--- src/rtl/uart_word_serializer.sv ---
// uart_word_serializer: buffers N-byte words in a small FIFO and feeds
// them byte by byte to a UART TX core over a level start/done handshake.
//
// Optional feature macro: UART_WORD_SER_CKSUM_EN
//   defined   -> one extra byte per word, the XOR of its data bytes
//   undefined -> exactly WORD_BYTES bytes per word, no checksum logic
//
// Ports:
//   clk, rst     clock, asynchronous active-high reset
//   data_in      word to send (8*WORD_BYTES bits)
//   in_valid     data_in valid; accepted when in_ready is high
//   in_ready     FIFO not full
//   abort        synchronous flush of FIFO and the word in flight
//   tx_done      UART idle/finished (high = idle)
//   tx_data      byte to UART, stable while tx_start is high
//   tx_start     send request to UART
//   busy         FSM not idle or FIFO not empty
//   level        FIFO occupancy
//   words_sent   completed words, wraps
//   err_timeout  sticky handshake timeout flag, cleared by rst or abort
module uart_word_serializer #(
    parameter int WORD_BYTES  = 4,
    parameter int FIFO_DEPTH  = 4,
    parameter int MSB_FIRST   = 1,
    parameter int ACK_TIMEOUT = 1023
) (
    input  logic                          clk,
    input  logic                          rst,
    input  logic [8*WORD_BYTES-1:0]       data_in,
    input  logic                          in_valid,
    output logic                          in_ready,
    input  logic                          abort,
    input  logic                          tx_done,
    output logic [7:0]                    tx_data,
    output logic                          tx_start,
    output logic                          busy,
    output logic [$clog2(FIFO_DEPTH):0]   level,
    output logic [15:0]                   words_sent,
    output logic                          err_timeout
);

    localparam int DW  = 8 * WORD_BYTES;
    localparam int PW  = $clog2(FIFO_DEPTH);
    localparam int LW  = PW + 1;
    localparam int BCW = (WORD_BYTES > 1) ? $clog2(WORD_BYTES) : 1;
    localparam int TW  = (ACK_TIMEOUT > 0) ? $clog2(ACK_TIMEOUT + 1) : 1;

    localparam logic [BCW-1:0] LAST_BYTE = BCW'(WORD_BYTES - 1);
    localparam logic [LW-1:0]  FULL_LVL  = LW'(FIFO_DEPTH);
    localparam logic [TW-1:0]  TMAX      =
        TW'((ACK_TIMEOUT > 0) ? ACK_TIMEOUT - 1 : 0);

    typedef enum logic [2:0] {
        S_IDLE, S_LOAD, S_START, S_WAIT, S_NEXT
    } state_t;

    // Byte at the transmit end of a word, and the word advanced by one byte
    function automatic logic [7:0] first_byte(input logic [DW-1:0] w);
        if (MSB_FIRST != 0) return w[DW-1 -: 8];
        else                return w[7:0];
    endfunction

    function automatic logic [DW-1:0] shift_word(input logic [DW-1:0] w);
        if (MSB_FIRST != 0) return w << 8;
        else                return w >> 8;
    endfunction

    state_t state_q, state_d;

    logic [DW-1:0]  mem_q [FIFO_DEPTH];
    logic [PW-1:0]  wr_ptr_q, wr_ptr_d;
    logic [PW-1:0]  rd_ptr_q, rd_ptr_d;
    logic [LW-1:0]  level_q, level_d;
    logic [DW-1:0]  sh_q, sh_d;
    logic [BCW-1:0] byte_cnt_q, byte_cnt_d;
    logic [TW-1:0]  timer_q, timer_d;
    logic [7:0]     tx_data_q, tx_data_d;
    logic           tx_start_q, tx_start_d;
    logic [15:0]    words_q, words_d;
    logic           err_q, err_d;
`ifdef UART_WORD_SER_CKSUM_EN
    logic [7:0]     cks_q, cks_d;
    logic           cks_phase_q, cks_phase_d;
`endif

    logic push;
    logic pop;
    logic last_byte;
    logic word_done;
    logic timeout_hit;
    logic [DW-1:0] sh_next;

    // in_ready looks only at full: a same-cycle pop does not free a slot
    assign in_ready    = (level_q != FULL_LVL);
    assign busy        = (state_q != S_IDLE) || (level_q != '0);
    assign push        = in_valid && in_ready && !abort;
    assign pop         = (state_q == S_LOAD) && !abort;
    assign last_byte   = (byte_cnt_q == LAST_BYTE);
    assign timeout_hit = (ACK_TIMEOUT != 0) && (timer_q == TMAX);
    assign sh_next     = shift_word(sh_q);

`ifdef UART_WORD_SER_CKSUM_EN
    // The word ends only once its checksum byte has been handed over
    assign word_done = cks_phase_q;
`else
    assign word_done = last_byte;
`endif

    // FSM state register
    always_ff @(posedge clk or posedge rst) begin
        if (rst) state_q <= S_IDLE;
        else     state_q <= state_d;
    end

    // FSM next state
    always_comb begin
        state_d = state_q;
        unique case (state_q)
            S_IDLE:  if (level_q != '0) state_d = S_LOAD;
            S_LOAD:  state_d = S_START;
            S_START: begin
                if (!tx_done)        state_d = S_WAIT;
                else if (timeout_hit) state_d = S_IDLE;
            end
            S_WAIT:  if (tx_done) state_d = S_NEXT;
            S_NEXT: begin
                if (word_done)
                    state_d = (level_q != '0) ? S_LOAD : S_IDLE;
                else
                    state_d = S_START;
            end
            default: state_d = S_IDLE;
        endcase
        if (abort) state_d = S_IDLE;
    end

    // FSM outputs and datapath
    always_comb begin
        wr_ptr_d   = wr_ptr_q + PW'(push);
        rd_ptr_d   = rd_ptr_q + PW'(pop);
        level_d    = level_q + LW'(push) - LW'(pop);
        sh_d       = sh_q;
        byte_cnt_d = byte_cnt_q;
        timer_d    = '0;
        tx_data_d  = tx_data_q;
        words_d    = words_q;
        err_d      = err_q;
`ifdef UART_WORD_SER_CKSUM_EN
        cks_d       = cks_q;
        cks_phase_d = cks_phase_q;
`endif
        unique case (state_q)
            S_LOAD: begin
                sh_d       = mem_q[rd_ptr_q];
                byte_cnt_d = '0;
                tx_data_d  = first_byte(mem_q[rd_ptr_q]);
`ifdef UART_WORD_SER_CKSUM_EN
                cks_d       = 8'h00;
                cks_phase_d = 1'b0;
`endif
            end
            S_START: begin
                // timer restarts from zero on every START entry
                if (tx_done && timeout_hit) err_d = 1'b1;
                else if (tx_done)           timer_d = timer_q + 1'b1;
            end
            S_NEXT: begin
`ifdef UART_WORD_SER_CKSUM_EN
                cks_d = cks_q ^ first_byte(sh_q);
`endif
                if (word_done) begin
                    words_d = words_q + 16'd1;
                end
`ifdef UART_WORD_SER_CKSUM_EN
                else if (last_byte) begin
                    cks_phase_d = 1'b1;
                    tx_data_d   = cks_q ^ first_byte(sh_q);
                end
`endif
                else begin
                    byte_cnt_d = byte_cnt_q + 1'b1;
                    sh_d       = sh_next;
                    tx_data_d  = first_byte(sh_next);
                end
            end
            default: ;
        endcase
        tx_start_d = (state_d == S_START);
        if (abort) begin
            wr_ptr_d = '0;
            rd_ptr_d = '0;
            level_d  = '0;
            err_d    = 1'b0;
        end
    end

    always_ff @(posedge clk) begin
        if (push) mem_q[wr_ptr_q] <= data_in;
    end

    always_ff @(posedge clk or posedge rst) begin
        if (rst) begin
            wr_ptr_q    <= '0;
            rd_ptr_q    <= '0;
            level_q     <= '0;
            sh_q        <= '0;
            byte_cnt_q  <= '0;
            timer_q     <= '0;
            tx_data_q   <= 8'h00;
            tx_start_q  <= 1'b0;
            words_q     <= 16'h0000;
            err_q       <= 1'b0;
`ifdef UART_WORD_SER_CKSUM_EN
            cks_q       <= 8'h00;
            cks_phase_q <= 1'b0;
`endif
        end else begin
            wr_ptr_q    <= wr_ptr_d;
            rd_ptr_q    <= rd_ptr_d;
            level_q     <= level_d;
            sh_q        <= sh_d;
            byte_cnt_q  <= byte_cnt_d;
            timer_q     <= timer_d;
            tx_data_q   <= tx_data_d;
            tx_start_q  <= tx_start_d;
            words_q     <= words_d;
            err_q       <= err_d;
`ifdef UART_WORD_SER_CKSUM_EN
            cks_q       <= cks_d;
            cks_phase_q <= cks_phase_d;
`endif
        end
    end

    assign tx_data     = tx_data_q;
    assign tx_start    = tx_start_q;
    assign level       = level_q;
    assign words_sent  = words_q;
    assign err_timeout = err_q;

endmodule
--- config.mk ---
export PLATFORM = sky130hd
export DESIGN_NAME = uart_word_serializer
export DESIGN_NICKNAME = d
export VERILOG_FILES = /design/src/rtl/uart_word_serializer.sv
export SDC_FILE = /design/constraint.sdc
export NUM_CORES = 1
export LEC_CHECK = 0
export CORE_AREA = 2 2 158 176
export DETAILED_ROUTE_END_ITERATION = 6
export DIE_AREA = 0 0 160 178
export MAX_ROUTING_LAYER = met4
export PLACE_DENSITY_LB_ADDON = 0.3
export SLEW_MARGIN = 20
export SYNTH_ARGS = -nofsm -noshare
export SYNTH_HDL_FRONTEND = slang
export SYNTH_SLANG_ARGS = --single-unit
--- constraint.sdc ---
create_clock -name clk -period 3.55 [get_ports clk]
set_input_delay 0.71 -clock clk [delete_from_list [all_inputs] [get_ports clk]]
set_output_delay 0.71 -clock clk [all_outputs]
set_load 0.05 [all_outputs]
== After elaboration in Yosys (flattened, before gate mapping) ==
Memories as Yosys holds them, arrays and structs flattened.
Index checks and enable logic that the tools add are counted.

* Add/sub/neg operators: 7
* Equality and inequality tests: 9
* Muxes and demuxes: 25
* Reduce and logical (&&, ||, !) cells: 15

{| class="wikitable"
|+ Operator list
! cell !! number
|-
| 24-bit one-hot mux with 2 select lines || 1
|-
| 10-bit 2-to-1 mux || 3
|-
| 24-bit 2-to-1 mux || 1
|-
| 3-bit 2-to-1 mux || 6
|-
| 16-bit by 1-bit adder with 16-bit output, second input constant || 1
|-
| 8-bit one-hot mux with 2 select lines || 1
|-
| 3-bit one-hot mux with 5 select lines || 1
|-
| 10-bit by 1-bit adder with 10-bit output, second input constant || 1
|-
| 10-bit == test, second input constant || 1
|-
| 3-bit by 2-bit == test with 1-bit output, second input constant || 3
|-
| 2-bit 2-to-1 mux || 4
|-
| 8-bit 2-to-1 mux || 1
|-
| 1-bit 2-to-1 mux || 6
|-
| 2-bit AND reduction || 3
|-
| 2-bit nonzero test || 3
|-
| 3-bit nonzero test || 2
|-
| 2-bit by 1-bit adder with 2-bit output || 2
|-
| 1-bit logical AND || 4
|-
| 2-bit one-hot mux with 2 select lines || 1
|-
| 3-bit by 1-bit adder with 3-bit output || 1
|-
| 3-bit by 1-bit == test with 1-bit output, second input constant || 1
|-
| 3-bit == test, second input constant || 1
|-
| 3-bit logical NOT || 1
|-
| 3-bit inequality test, second input constant || 1
|-
| 6 further kinds || 6
|}

* Flip-flop bits (word level): 72
* Memory bits (writable): 128
* Input bits: 37
* Output and inout port bits: 31
* Logic and storage cells: 68
* Memories: 1

{| class="wikitable"
|+ Memory list
! name !! words !! width !! rd ports !! clocked after Yosys merged registers in !! write ports !! line !! text
|-
| mem_q || 4 || 32 || 1 || 0 || 1 || 70 || <nowiki>logic [DW-1:0] mem_q [FIFO_DEPTH];</nowiki>
|}

== Depth between registers and ports, before layout ==
* Depth after elaboration: 6
* Mapped depth: 11
* Depth with buffers taken out: 11

== Worst setup path after synthesis ==
OpenSTA, ideal clock, no wires.

* Path kind: register to register
* From: reg level_q[1] (netlist: level[1])
* To: mem mem_q[1][0] (netlist name), enable pin
* Arrival time: 3.882 ns
* Required time: 3.082 ns
* Slack: -0.800 ns
* Stages on the path, launching flop included: 6
* Path buffers: 0
* Period minus slack after synthesis: 4.350 ns
* Cells stage by stage: dfrtp_1 > nor2_1 > nand2_1 > and3b_1 > inv_1 > nor3b_1

* Longest elaborated chain between the ends: 5

{| class="wikitable"
|+ RTL lines
! item !! line !! text
|-
| start: declaration || 73 || <nowiki>logic [LW-1:0] level_q, level_d;</nowiki>
|-
| start signal: assignment || 220 || <nowiki>level_q <= level_d;</nowiki>
|-
| 3-bit inequality test || 94 || <nowiki>assign in_ready = (level_q != FULL_LVL);</nowiki>
|-
| via in_ready || 31 || <nowiki>output logic in_ready,</nowiki>
|-
| 1-bit logical AND (2 in a row) || 96 || <nowiki>assign push = in_valid && in_ready && !abort;</nowiki>
|-
| 1-bit 2-to-1 mux || 198 || <nowiki>if (push) mem_q[wr_ptr_q] <= data_in;</nowiki>
|-
| 1-bit 2-to-1 mux (not written as such) || 198 ||
|-
| end: declaration || 70 ||
|}

The timed path passes the listed nets, and every way through them passes these cells.

== Worst setup path in the final report ==
* From: reg level_q[1] (netlist: level[1])
* To: out busy

* Longest elaborated chain between the ends: 2

{| class="wikitable"
|+ RTL lines
! item !! line !! text
|-
| 3-bit nonzero test || 95 || <nowiki>assign busy = (state_q != S_IDLE) || (level_q != '0);</nowiki>
|-
| 1-bit logical OR || 95 ||
|-
| end: declaration || 36 || <nowiki>output logic busy,</nowiki>
|}

No other way between the ends.

==> results.md <==
- The flow ran to the end, and the final reports show no timing, DRC or antenna violations.
- The switching power summed over all nets is 1.854 mW.
- Dividing the synthesized area by the synthesized cell count gives 15.83 um^2.
- Summing every instance area after synthesis gives 7900 um^2.
- Dividing total power by cell area gives a power density of 647.9 nW/um^2.
- By area the synthesized netlist is led by edfxtp_1, dfrtp_1, mux4_2.
- The worst hold path terminates at words_sent[15]$_DFFE_PP0P_.
- The count of buffers added by post-CTS timing repair for setup is 0.
- At the worst endpoint, the arrival time is 2.15 ns.
- The number of design rule violations left after detail routing is 0.
- In the final timing run, aggregate negative setup slack is 0 ns.
- The fraction of synthesized cell area taken by the top area cell type is 48.65%.
- The worst register-to-register path ends at level[2]$_DFF_PP0_.
- In the global route stage, met1 resource usage came out at 14.60%.
- The part of the power in the clock network is 30.9%.
- In this run the remaining antenna-violating nets after routing total 0.
- The vias after detailed routing is 4307.
- The CTS tree is yes.
- Measured along the y axis, the die boundary spans 178 um.
- Setup violations remaining at the end of the flow were counted as 0.
- The worst register-to-register path begins at state_q[1]$_DFF_PP0_.
- The instance count of the mapped netlist is 499.
- The synthesized netlist contains 38 unique library cells.
- Summed over all nets, the half-perimeter wirelength after detailed placement is 9.972 mm.
- The congestion estimate from routability-driven global placement came to 0.7081.
- The path class of the lowest-slack min-delay path is reg2reg.
- IR analysis of the VDD net gives a maximum drop of 0.4196 mV.
- The filler cell count in the final layout is 2584.
- The tool flagged a number of max-cap violations equal to 0.
- The setup slack of the worst register-to-register path is 1.15 ns.
- The row count is 63.
- The tree is rooted in a clkbuf_16.
- Cells with a size suffix above 1 make up 15.48% of the layout.
- In the global route stage, met2 resource usage came out at 19.50%.
- The maximum fanout along the worst path is 5.
- The sequential element share of the synthesized area is 71.46%.
- The hold violation total from the final report is 0.
- The worst clock skew is 0.01230 ns.
- After synthesis the netlist holds a flip-flop and latch count of 200.
- The maximum clock frequency is 350.0 MHz.
- The total area inside the core boundary comes to 26640 um^2.
- Compared with the post-synthesis result, the final layout area differs by 22.08%.
- The time the final worst path needs with I/O delays and setup is 2.857 ns.
- The sink count of the clock tree is 200.
- The die covers 28480 um^2.
- For this block, the initial DRC count from the detailed router was 237.
- The finished layout cell area is 9644 um^2.
- The number of buffers on the longest clock path is 2.
- The synthesized design spends more area on one cell type than any other, namely edfxtp_1.
- The number of slew-limit violations in the final report is 0.
- In this run the cell area measured after placement is 9052 um^2.
- The worst max-slew margin expressed relative to the limit is 42.55%.
- Entering global routing, the biggest net connects 49 pins.
- The first TritonRoute pass finished after 4 iterations.
- The kind of start point of the critical path is a flip-flop.
- For this design the static power due to leakage is 3.428 nW.
- The final standard cell count with taps included and fillers excluded is 945.
- Data on the critical path is required at its endpoint by 2.84 ns.
- 68 I/O pins were placed.
- The fraction of the cycle the final worst path needs is 80.47%.
- The worst setup path is captured at an output pin.
- The H-tree was split into 4 levels.
- In this run, flip-flops and latches consume 47.5% of the power.
- After clock tree synthesis, the repair step resized 0 gates.
- The total nets after synthesis is 545.
- The cell-internal power is 4.394 mW.
- For the pin with the worst max-slew slack, the measured transition is 0.8618 ns.
- The initial core utilization is 29.65%.
- In the global route stage, overall resource usage came out at 11.75%.
- The number of global-route vias before repair is 4579.
- The number of antenna diodes in the final layout is 0.
- The number of warnings issued by yosys is 0.
- The hold path depth is 1.
- The path depth of the worst reg2reg path is 9.
- The die width is 160 um.
- Using the TritonRoute via totals, the vias-per-cell ratio works out to 4.558.
- The total routed wirelength is 15.41 mm.
- The type of the worst setup path is reg2out.
- The initial antenna violation count came to 0.
- Of the total power, combinational logic draws 21.6%.
- Cells fill 36.20% of the core in the end.
- The wire length of the first global-routing pass is 24.99 mm.
- The total power is 6.248 mW.
- The fraction of met3 tracks used by global routing is 2.441%.
- Setup repair after global routing left no endpoint under its margin.
- The number of buffers inserted during clock tree synthesis is 17.
- In this run the tool buffered the top-level ports with 67 buffer cells.
- The fraction of power spent switching nets is 29.68%.
- After clock tree synthesis, the clock-pin slew on the worst setup and hold paths is 0.07 ns.
- The post-layout net count is 621.
- Counting tap cells, the placed design contains a total of 913 instances.
- Global routing finished with a remaining overflow of 0.
- The clock latency of the later-clocked register in the worst-skew pair is 0.43 ns.
- After clock tree synthesis, the flow added hold-fix buffers numbering 0.
- The final routed wire length divided by cell count is 16.31 um.
- The global routing stage identified its most utilized layer as met2.
- The hold path startpoint is words_sent[15]$_DFFE_PP0P_.
cell families (layout without fill, tap and decap cells):
family | count (synthesis) | after routing | synth area share (%)
AOI/OAI and AO/OA | 40 | 40 | 3.358
muxes | 34 | 34 | 9.408
DFF | 200 | 200 | 71.46
xor gates and xnor gates | 27 | 27 | 2.993
adders and majority gates | 9 | 9 | 1.520
and+or+nand+nor | 159 | 159 | 9.629
buffers and inverters | 30 | 119 | 1.631
power groups by stage:
| stage | Sequential [mW] | Clock [mW] | Combinational [mW] |
|---|---|---|---|
| floorplan | 3.14 | 0 | 0.815 |
| global placement | 3.01 | 0 | 1.35 |
| detailed placement | 3.02 | 0 | 1.37 |
| CTS | 2.98 | 1.97 | 1.37 |
| global route | 3.01 | 2.06 | 1.47 |
| finish | 2.97 | 1.93 | 1.35 |
Yosys cell counts:
master,number
a21oi_1,2
or3_1,3
o21ai_1,1
o21ai_0,3
a211oi_1,1
or2_2,2
a22o_1,8
nor2_1,48
nor3_1,4
nand2b_1,3
inv_1,9
and3_1,2
nor3b_1,3
or3b_2,1
mux2_2,2
fa_1,1
nor2_2,4
or3b_1,2
nor3b_2,1
nand4_1,7
a31oi_1,24
edfxtp_1,128
xnor2_1,12
clkbuf_1,10
buf_4,1
nand2_1,58
ha_1,8
and3b_1,2
dfrtp_1,72
and4_1,4
nand3b_1,1
o211ai_1,1
nand3_1,10
nor4_4,1
buf_2,10
nor2b_1,3
xor2_1,15
mux4_2,32
layout by cell type (no fill, tap or decap), drive strengths merged, types with 8 or more instances in the layout:
master	instances
mux4	32
dfrtp	72
clkbuf	18
nand2	58
xnor2	12
ha	8
nand3	10
a31oi	24
buf	11
a22o	8
inv	15
clkdlybuf4s50	67
edfxtp	128
xor2	15
nor2	52
worst max-delay path, cell delays in order (launching register included):
cell	delay [ns]
dfrtp_1	0.46
or3_1	0.40
nand3b_1	0.16
clkdlybuf4s50_1	0.70
per-stage QoR:
step	setup WS [ns]	hold slack [ns]
final	0.6932	0.4927
after global routing	0.5947	0.5184
after CTS	0.6593	0.4980
after detailed placement	0.6520	0.4803
after global placement	0.6969	0.4717
after floorplan	0.3038	0.4687
worst max-delay path by stage:
stage	slack, ns	endpoint	startpoint
4_1_cts	0.66	busy	level[1]$_DFF_PP0_
2_1_floorplan	0.30	mem_q[1][0]$_DFFE_PP_	level[1]$_DFF_PP0_
3_3_place_gp	0.70	level[2]$_DFF_PP0_	abort
5_1_grt	0.59	busy	level[1]$_DFF_PP0_
6_report	0.69	busy	level[1]$_DFF_PP0_
3_5_place_dp	0.65	level[2]$_DFF_PP0_	abort
sequential cells by signal (all words and copies together), names as in the netlist:
signal	cells
wr_ptr_q	2
sh_q	24
level	3
rd_ptr_q	2
state_q	3
err_timeout	1
timer_q	10
tx_data	8
tx_start	1
byte_cnt_q	2
mem_q	128
words_sent	16
cell type report:
cell class | instances | area [um^2] | area share, %
Tap cell | 357 | 446.7 | 4.632
Inverter | 9 | 33.78 | 0.3503
Clock inverter | 14 | 162.7 | 1.687
Sequential cell | 200 | 5648 | 58.56
Multi-Input combinational cell | 269 | 2171 | 22.51
Timing Repair Buffer | 78 | 753.2 | 7.810
Clock buffer | 18 | 429.2 | 4.450
per-layer routing:
metal | part of all wire (%) | vias up
met1 | 45 | 2203
li1 | - | 2008
met3 | 3.6 | 10
met5 | 0 | -
met2 | 51 | 86
met4 | 1.0 | 0
(Power assumes the default switching activity.)
